===== config.mk =====
export PLATFORM = sky130hd
export DESIGN_NAME = nn_classifier_feeder_flat
export DESIGN_NICKNAME = d
export VERILOG_FILES = /design/src/rtl/nn_classifier_feeder_if.sv /design/src/rtl/nn_classifier_feeder.sv /design/src/flat_wrapper.sv
export SDC_FILE = /design/constraint.sdc
export NUM_CORES = 1
export LEC_CHECK = 0
export ABC_AREA = 1
export CORE_ASPECT_RATIO = 1.2
export CORE_MARGIN = 4
export CORE_UTILIZATION = 30
export DETAILED_ROUTE_END_ITERATION = 16
export GPL_TIMING_DRIVEN = 0
export HOLD_SLACK_MARGIN = 0.08
export PLACE_DENSITY = 0.56
export SYNTH_ARGS = -nofsm -noshare
export SYNTH_HDL_FRONTEND = slang
export SYNTH_SLANG_ARGS = --single-unit

===== constraint.sdc =====
create_clock -name clk -period 12.85 [get_ports clk]
set_input_delay 2.57 -clock clk [delete_from_list [all_inputs] [get_ports clk]]
set_output_delay 2.57 -clock clk [all_outputs]
set_load 0.005 [all_outputs]

===== src/rtl/nn_classifier_feeder_if.sv =====
// Bundle of the feeder's upstream handshake, register-write port and classifier-side bus.
// The master modport is the environment side; the feeder itself uses the slave modport.
interface nn_classifier_feeder_if #(
  parameter int DATA_W = 16
);
  logic              clear;
  logic              feat_valid;
  logic [DATA_W-1:0] feat_in;
  logic              feat_ready;
  logic              w_wr_en;
  logic [3:0]        w_wr_addr;
  logic [DATA_W-1:0] w_wr_data;
  logic              bias_wr_en;
  logic [DATA_W-1:0] bias_wr_data;
  logic              nn_classifier_en;
  logic [DATA_W-1:0] in_kiri_1;
  logic [DATA_W-1:0] in_atas;
  logic [DATA_W-1:0] b1;
  logic              busy;
  logic              done;

  modport master (
    output clear, feat_valid, feat_in, w_wr_en, w_wr_addr, w_wr_data,
           bias_wr_en, bias_wr_data,
    input  feat_ready, nn_classifier_en, in_kiri_1, in_atas, b1, busy, done
  );

  modport slave (
    input  clear, feat_valid, feat_in, w_wr_en, w_wr_addr, w_wr_data,
           bias_wr_en, bias_wr_data,
    output feat_ready, nn_classifier_en, in_kiri_1, in_atas, b1, busy, done
  );
endinterface


===== src/rtl/nn_classifier_feeder.sv =====
// Buffers one feature vector, then replays feature/weight pairs, a bias beat and drain
// beats to nn_classifier with a contiguous enable window. All outputs are registered.
module nn_classifier_feeder #(
  parameter int DATA_W    = 16,
  parameter int N_FEAT    = 9,
  parameter int DRAIN_CYC = 2
) (
  input  logic                  clk,
  input  logic                  rst,
  nn_classifier_feeder_if.slave bus
);

  localparam int CNT_W = $clog2(N_FEAT + DRAIN_CYC + 1);
  localparam logic [CNT_W-1:0] LAST_FEAT  = CNT_W'(N_FEAT - 1);
  localparam logic [CNT_W-1:0] DRAIN_LAST = CNT_W'(DRAIN_CYC);

  typedef enum logic [1:0] {
    LOAD   = 2'd0,
    STREAM = 2'd1,
    BIAS   = 2'd2,
    DRAIN  = 2'd3
  } state_t;

  state_t            state_q, state_d;
  logic [CNT_W-1:0]  cnt_q, cnt_d;
  logic              feat_ready_q, feat_ready_d;
  logic              en_q, en_d;
  logic [DATA_W-1:0] kiri_q, kiri_d;
  logic [DATA_W-1:0] atas_q, atas_d;
  logic [DATA_W-1:0] b1_q, b1_d;
  logic              busy_q, busy_d;
  logic              done_q, done_d;

  logic [DATA_W-1:0] fbuf_q [N_FEAT];
  logic [DATA_W-1:0] w_q    [N_FEAT];
  logic [DATA_W-1:0] bias_q;

  logic feat_acc, w_we, b_we;

  always_comb begin
    state_d      = state_q;
    cnt_d        = cnt_q;
    feat_ready_d = 1'b0;
    en_d         = 1'b0;
    kiri_d       = '0;
    atas_d       = '0;
    b1_d         = '0;
    done_d       = 1'b0;
    feat_acc     = 1'b0;
    w_we         = 1'b0;
    b_we         = 1'b0;

    if (bus.clear) begin
      state_d      = LOAD;
      cnt_d        = '0;
      feat_ready_d = 1'b1;
    end else begin
      case (state_q)
        LOAD: begin
          feat_ready_d = 1'b1;
          w_we         = bus.w_wr_en && (int'(bus.w_wr_addr) < N_FEAT);
          b_we         = bus.bias_wr_en;
          if (bus.feat_valid && feat_ready_q) begin
            feat_acc = 1'b1;
            if (cnt_q == LAST_FEAT) begin
              cnt_d        = '0;
              state_d      = STREAM;
              feat_ready_d = 1'b0;
            end else begin
              cnt_d = cnt_q + CNT_W'(1);
            end
          end
        end
        STREAM: begin
          en_d   = 1'b1;
          kiri_d = fbuf_q[cnt_q];
          atas_d = w_q[cnt_q];
          if (cnt_q == LAST_FEAT) begin
            cnt_d   = '0;
            state_d = BIAS;
          end else begin
            cnt_d = cnt_q + CNT_W'(1);
          end
        end
        BIAS: begin
          en_d    = 1'b1;
          b1_d    = bias_q;
          cnt_d   = '0;
          state_d = DRAIN;
        end
        DRAIN: begin
          // One extra DRAIN visit produces the done cycle so en drops in the same beat done rises.
          if (cnt_q == DRAIN_LAST) begin
            done_d       = 1'b1;
            feat_ready_d = 1'b1;
            cnt_d        = '0;
            state_d      = LOAD;
          end else begin
            en_d  = 1'b1;
            b1_d  = bias_q;
            cnt_d = cnt_q + CNT_W'(1);
          end
        end
        default: begin
          state_d = LOAD;
          cnt_d   = '0;
        end
      endcase
    end

    busy_d = (state_d != LOAD);
  end

  always_ff @(posedge clk or posedge rst) begin
    if (rst) begin
      state_q      <= LOAD;
      cnt_q        <= '0;
      feat_ready_q <= 1'b0;
      en_q         <= 1'b0;
      kiri_q       <= '0;
      atas_q       <= '0;
      b1_q         <= '0;
      busy_q       <= 1'b0;
      done_q       <= 1'b0;
    end else begin
      state_q      <= state_d;
      cnt_q        <= cnt_d;
      feat_ready_q <= feat_ready_d;
      en_q         <= en_d;
      kiri_q       <= kiri_d;
      atas_q       <= atas_d;
      b1_q         <= b1_d;
      busy_q       <= busy_d;
      done_q       <= done_d;
    end
  end

  always_ff @(posedge clk or posedge rst) begin
    if (rst) begin
      for (int unsigned i = 0; i < N_FEAT; i++) begin
        fbuf_q[i] <= '0;
        w_q[i]    <= '0;
      end
      bias_q <= '0;
    end else begin
      if (feat_acc) fbuf_q[cnt_q] <= bus.feat_in;
      if (w_we) w_q[bus.w_wr_addr] <= bus.w_wr_data;
      if (b_we) bias_q <= bus.bias_wr_data;
    end
  end

  assign bus.feat_ready       = feat_ready_q;
  assign bus.nn_classifier_en = en_q;
  assign bus.in_kiri_1        = kiri_q;
  assign bus.in_atas          = atas_q;
  assign bus.b1               = b1_q;
  assign bus.busy             = busy_q;
  assign bus.done             = done_q;

endmodule


===== src/flat_wrapper.sv =====
// flat-port wrapper written by rule: the top's interface ports become plain ports
module nn_classifier_feeder_flat 
#(
  parameter int DATA_W    = 16,
  parameter int N_FEAT    = 9,
  parameter int DRAIN_CYC = 2
)
  (clk, rst, bus_clear, bus_feat_valid, bus_feat_in, bus_w_wr_en, bus_w_wr_addr, bus_w_wr_data, bus_bias_wr_en, bus_bias_wr_data, bus_feat_ready, bus_nn_classifier_en, bus_in_kiri_1, bus_in_atas, bus_b1, bus_busy, bus_done);
  nn_classifier_feeder_if #(.DATA_W(DATA_W)) bus_i ();
  input  logic clk;
  input  logic rst;
  input wire logic [$bits(bus_i.clear)-1:0] bus_clear;
  input wire logic [$bits(bus_i.feat_valid)-1:0] bus_feat_valid;
  input wire logic [$bits(bus_i.feat_in)-1:0] bus_feat_in;
  input wire logic [$bits(bus_i.w_wr_en)-1:0] bus_w_wr_en;
  input wire logic [$bits(bus_i.w_wr_addr)-1:0] bus_w_wr_addr;
  input wire logic [$bits(bus_i.w_wr_data)-1:0] bus_w_wr_data;
  input wire logic [$bits(bus_i.bias_wr_en)-1:0] bus_bias_wr_en;
  input wire logic [$bits(bus_i.bias_wr_data)-1:0] bus_bias_wr_data;
  output wire logic [$bits(bus_i.feat_ready)-1:0] bus_feat_ready;
  output wire logic [$bits(bus_i.nn_classifier_en)-1:0] bus_nn_classifier_en;
  output wire logic [$bits(bus_i.in_kiri_1)-1:0] bus_in_kiri_1;
  output wire logic [$bits(bus_i.in_atas)-1:0] bus_in_atas;
  output wire logic [$bits(bus_i.b1)-1:0] bus_b1;
  output wire logic [$bits(bus_i.busy)-1:0] bus_busy;
  output wire logic [$bits(bus_i.done)-1:0] bus_done;
  assign bus_i.clear = bus_clear;
  assign bus_i.feat_valid = bus_feat_valid;
  assign bus_i.feat_in = bus_feat_in;
  assign bus_i.w_wr_en = bus_w_wr_en;
  assign bus_i.w_wr_addr = bus_w_wr_addr;
  assign bus_i.w_wr_data = bus_w_wr_data;
  assign bus_i.bias_wr_en = bus_bias_wr_en;
  assign bus_i.bias_wr_data = bus_bias_wr_data;
  assign bus_feat_ready = bus_i.feat_ready;
  assign bus_nn_classifier_en = bus_i.nn_classifier_en;
  assign bus_in_kiri_1 = bus_i.in_kiri_1;
  assign bus_in_atas = bus_i.in_atas;
  assign bus_b1 = bus_i.b1;
  assign bus_busy = bus_i.busy;
  assign bus_done = bus_i.done;
  nn_classifier_feeder #(.DATA_W(DATA_W), .N_FEAT(N_FEAT), .DRAIN_CYC(DRAIN_CYC)) u_core (.clk(clk), .rst(rst), .bus(bus_i));
endmodule

==> results.md <==
- Worst Skew: 31.5 ps
- Setup TNS: 0 ps
- Sequential share of the synthesized area: 56.4%
- Fraction of final layout cells sized beyond drive strength 1: 5.39%
- Worst hold start: u_core.w_q[137]
- Crit path required time: 13280 ps
- Total wire length: 51900 um
- Final #Nets: 2153
- Layout area overhead: 20.0%
- Max-cap violations: 0
- Sink Count: 362
- Min-delay worst type: flop to flop
- Worst-path fanout max: 10
- Hold Violations, Final: 0
- Number of I/O port buffers: 92
- CTS buffer count: 40
- Flops & latches, synth: 362
- Postcts setup bufs: 0
- Initial drt markers: 1133
- Routed wire per std cell: 18.4 um
- Post-synthesis cell type count: 23
- Final Core Density: 36.5%
- Overall power: 3.38 mW
- I/O pin cnt: 110
- Setup violations, final: 0
- Antenna cells: 0
- Mapped cell area: 16100 um2
- Leak: 9.24 nW
- PostCTS Resize Cnt: 0
- Pin count of the biggest net entering global routing: 128
- CTS root buf: clkbuf_16
- Worst path slowest cell: nor2_1
- Vias after detailed routing: 13.9k
- Fillcell total: 5495
- Critical path cell sequence: clkdlybuf4s50_1 -> or2_2 -> clkbuf_1 -> nor2_1 -> nand2_1 -> buf_2 -> nand2_1 -> nand2_1
- Die H: 262 um
- Period minus WS final: 4510 ps
- Final period util: 35.1%
- DRT Pass-1 Iters: 6
- H-tree levels: 2
- Unrepaired setup endpoints after global routing: false
- Initial antenna violation count: 1
- Worst slew pin tran: 907 ps
- Synthesized instance count: 1951
- Most frequent cells in the layout: nand2_1, dfrtp_1, o21ai_0
- Via/cell ratio: 4.91
- First-pass GRT wire length: 78800 um
- Gpl congestion: 0.911
- # hold bufs at CTS: 0
- GR Overflow Total: 0
- Mapped Avg Cell Area: 8.24 um2
- Clk Latency, worst-skew pair: 570 ps
- Hold slack: 465 ps
- Post-DP HPWL: 37900 um
- Clk buf depth: 3
- Full die area: 57400 um2
- DIE WIDTH: 219 um
- Max rail drop VDD: 0.0000947 V
- F_max: 0.222 GHz
- DRC Markers: 0
- Crit path top cell by count: nand2_1
- Dpl cells: 2750
- Startpoint Class: input pin
- Critical path type: input pin to flop
- Max-slew headroom: 39.6%
- Most common cell after layout, fill and taps aside: nand2_1
- Final Instance Count excl. Fillers: 2820
- Crit-path max cell delay: 590 ps
- Reg2reg start: u_core.cnt_q[0]
- Crit. End Element: flop
- CP Launch Point: bus_w_wr_addr[3]
- Status: complete, no violations
- Vias in the first global route: 13.7k
- Slew Viols, Final: 0
- Crit path DAT: 4930 ps
- Synth Warn #: 0
- Initial core utilization: 30.4%
- Syn_nets: 2017
- ANT nets after route: 0
- Reg clk slew, reported paths: 60 ps
- Core area: 52800 um2
- GRT Total Usage: 17.7%
- # rows: 92
- CTS tree: done
- Pwr Density: 175 nW/um2
state kept, by name (all words and copies together), names as in the netlist, 2 cells and up:
name,cells
u_core.bus.in_atas,16
u_core.bus.b1,16
u_core.cnt_q,4
u_core.bus.in_kiri_1,16
u_core.fbuf_q,144
u_core.state_q,2
u_core.bias_q,16
u_core.w_q,144
per-stage QoR:
| step | setup WS (ps) | cell area [um2] |
|---|---|---|
| floorplan | 233 | 16100 |
| finish | 8340 | 19300 |
| global placement | -4240 | 17900 |
| global route | 8240 | 19300 |
| detailed placement | 7840 | 17900 |
| CTS | 8380 | 19300 |
synthesized netlist by cell type:
| cell type | instances | area, um2 |
|---|---|---|
| a211oi_1 | 1 | 7.51 |
| a21oi_1 | 20 | 100 |
| a21oi_2 | 1 | 8.76 |
| buf_1 | 10 | 37.5 |
| buf_2 | 13 | 65.1 |
| buf_4 | 4 | 30.0 |
| buf_6 | 10 | 113 |
| clkbuf_1 | 100 | 375 |
| dfrtp_1 | 362 | 9060 |
| ha_1 | 8 | 100 |
| inv_1 | 107 | 402 |
| nand2_1 | 508 | 1910 |
| nand3_1 | 153 | 766 |
| nand4_1 | 2 | 12.5 |
| nor2_1 | 249 | 935 |
| nor2_2 | 1 | 6.26 |
| nor3_1 | 2 | 10.0 |
| o211ai_1 | 36 | 270 |
| o21a_1 | 1 | 7.51 |
| o21ai_0 | 328 | 1640 |
| o22ai_1 | 14 | 87.6 |
| or2_2 | 20 | 125 |
| xor2_1 | 1 | 8.76 |
worst max-delay path, delay by kind of cell:
kind	cells	cell delay, ps
simple gates	5	1410
buf+inv	3	930
kinds of logic (layout without fill, tap and decap cells):
group	Yosys count	after routing	synth area share, %
AO/OA/AOI/OAI	401	401	13.2
flip-flops	362	362	56.4
adder cells (fa/ha/maj)	8	8	0.623
AND/OR/NAND/NOR	935	935	23.4
buffers and inverters	244	408	6.36
XOR/XNOR	1	1	0.0545
path summary, 6_finish.rpt:
check / end / slack [ps] / cells after the start
setup / recovery: u_core.w_q[89] / 8340 / 8
hold / removal: u_core.w_q[137] / 460 / 2
setup reg to reg: u_core.fbuf_q[3] / 9340 / 10
hold reg to reg: u_core.w_q[137] / 460 / 2
max in group asynchronous: u_core.w_q[87] / 9030 / 3
min in group asynchronous: u_core.fbuf_q[137] / 2660 / 2
cell type report:
| type | instances | area (um2) | share of cell area, % |
|---|---|---|---|
| tap | 705 | 882 | 4.57 |
| timing repair buffer | 94 | 976 | 5.06 |
| clock inverter | 11 | 160 | 0.831 |
| sequential | 362 | 9060 | 47.0 |
| multi-input combinational | 1345 | 5990 | 31.1 |
| inverter | 107 | 409 | 2.12 |
| clock buffer | 59 | 1180 | 6.13 |
| buffer | 137 | 621 | 3.22 |
power by group:
part           switching, mW  internal (mW)  leakage (nW)
sequential             0.122           1.38          4.78
combinational          0.460          0.246          3.80
clock                  0.477          0.700         0.665
layer usage:
layer / GRT usage [%] / part of all wire [%] / vias to the layer above
li1: - / - / 6579
met1: 23.3 / 43 / 6791
met2: 29.9 / 49 / 382
met3: 2.45 / 5.3 / 99
met4: 6.27 / 3.2 / 0
met5: 0 / 0 / -
Note: power is estimated with default switching activity, not from simulation.
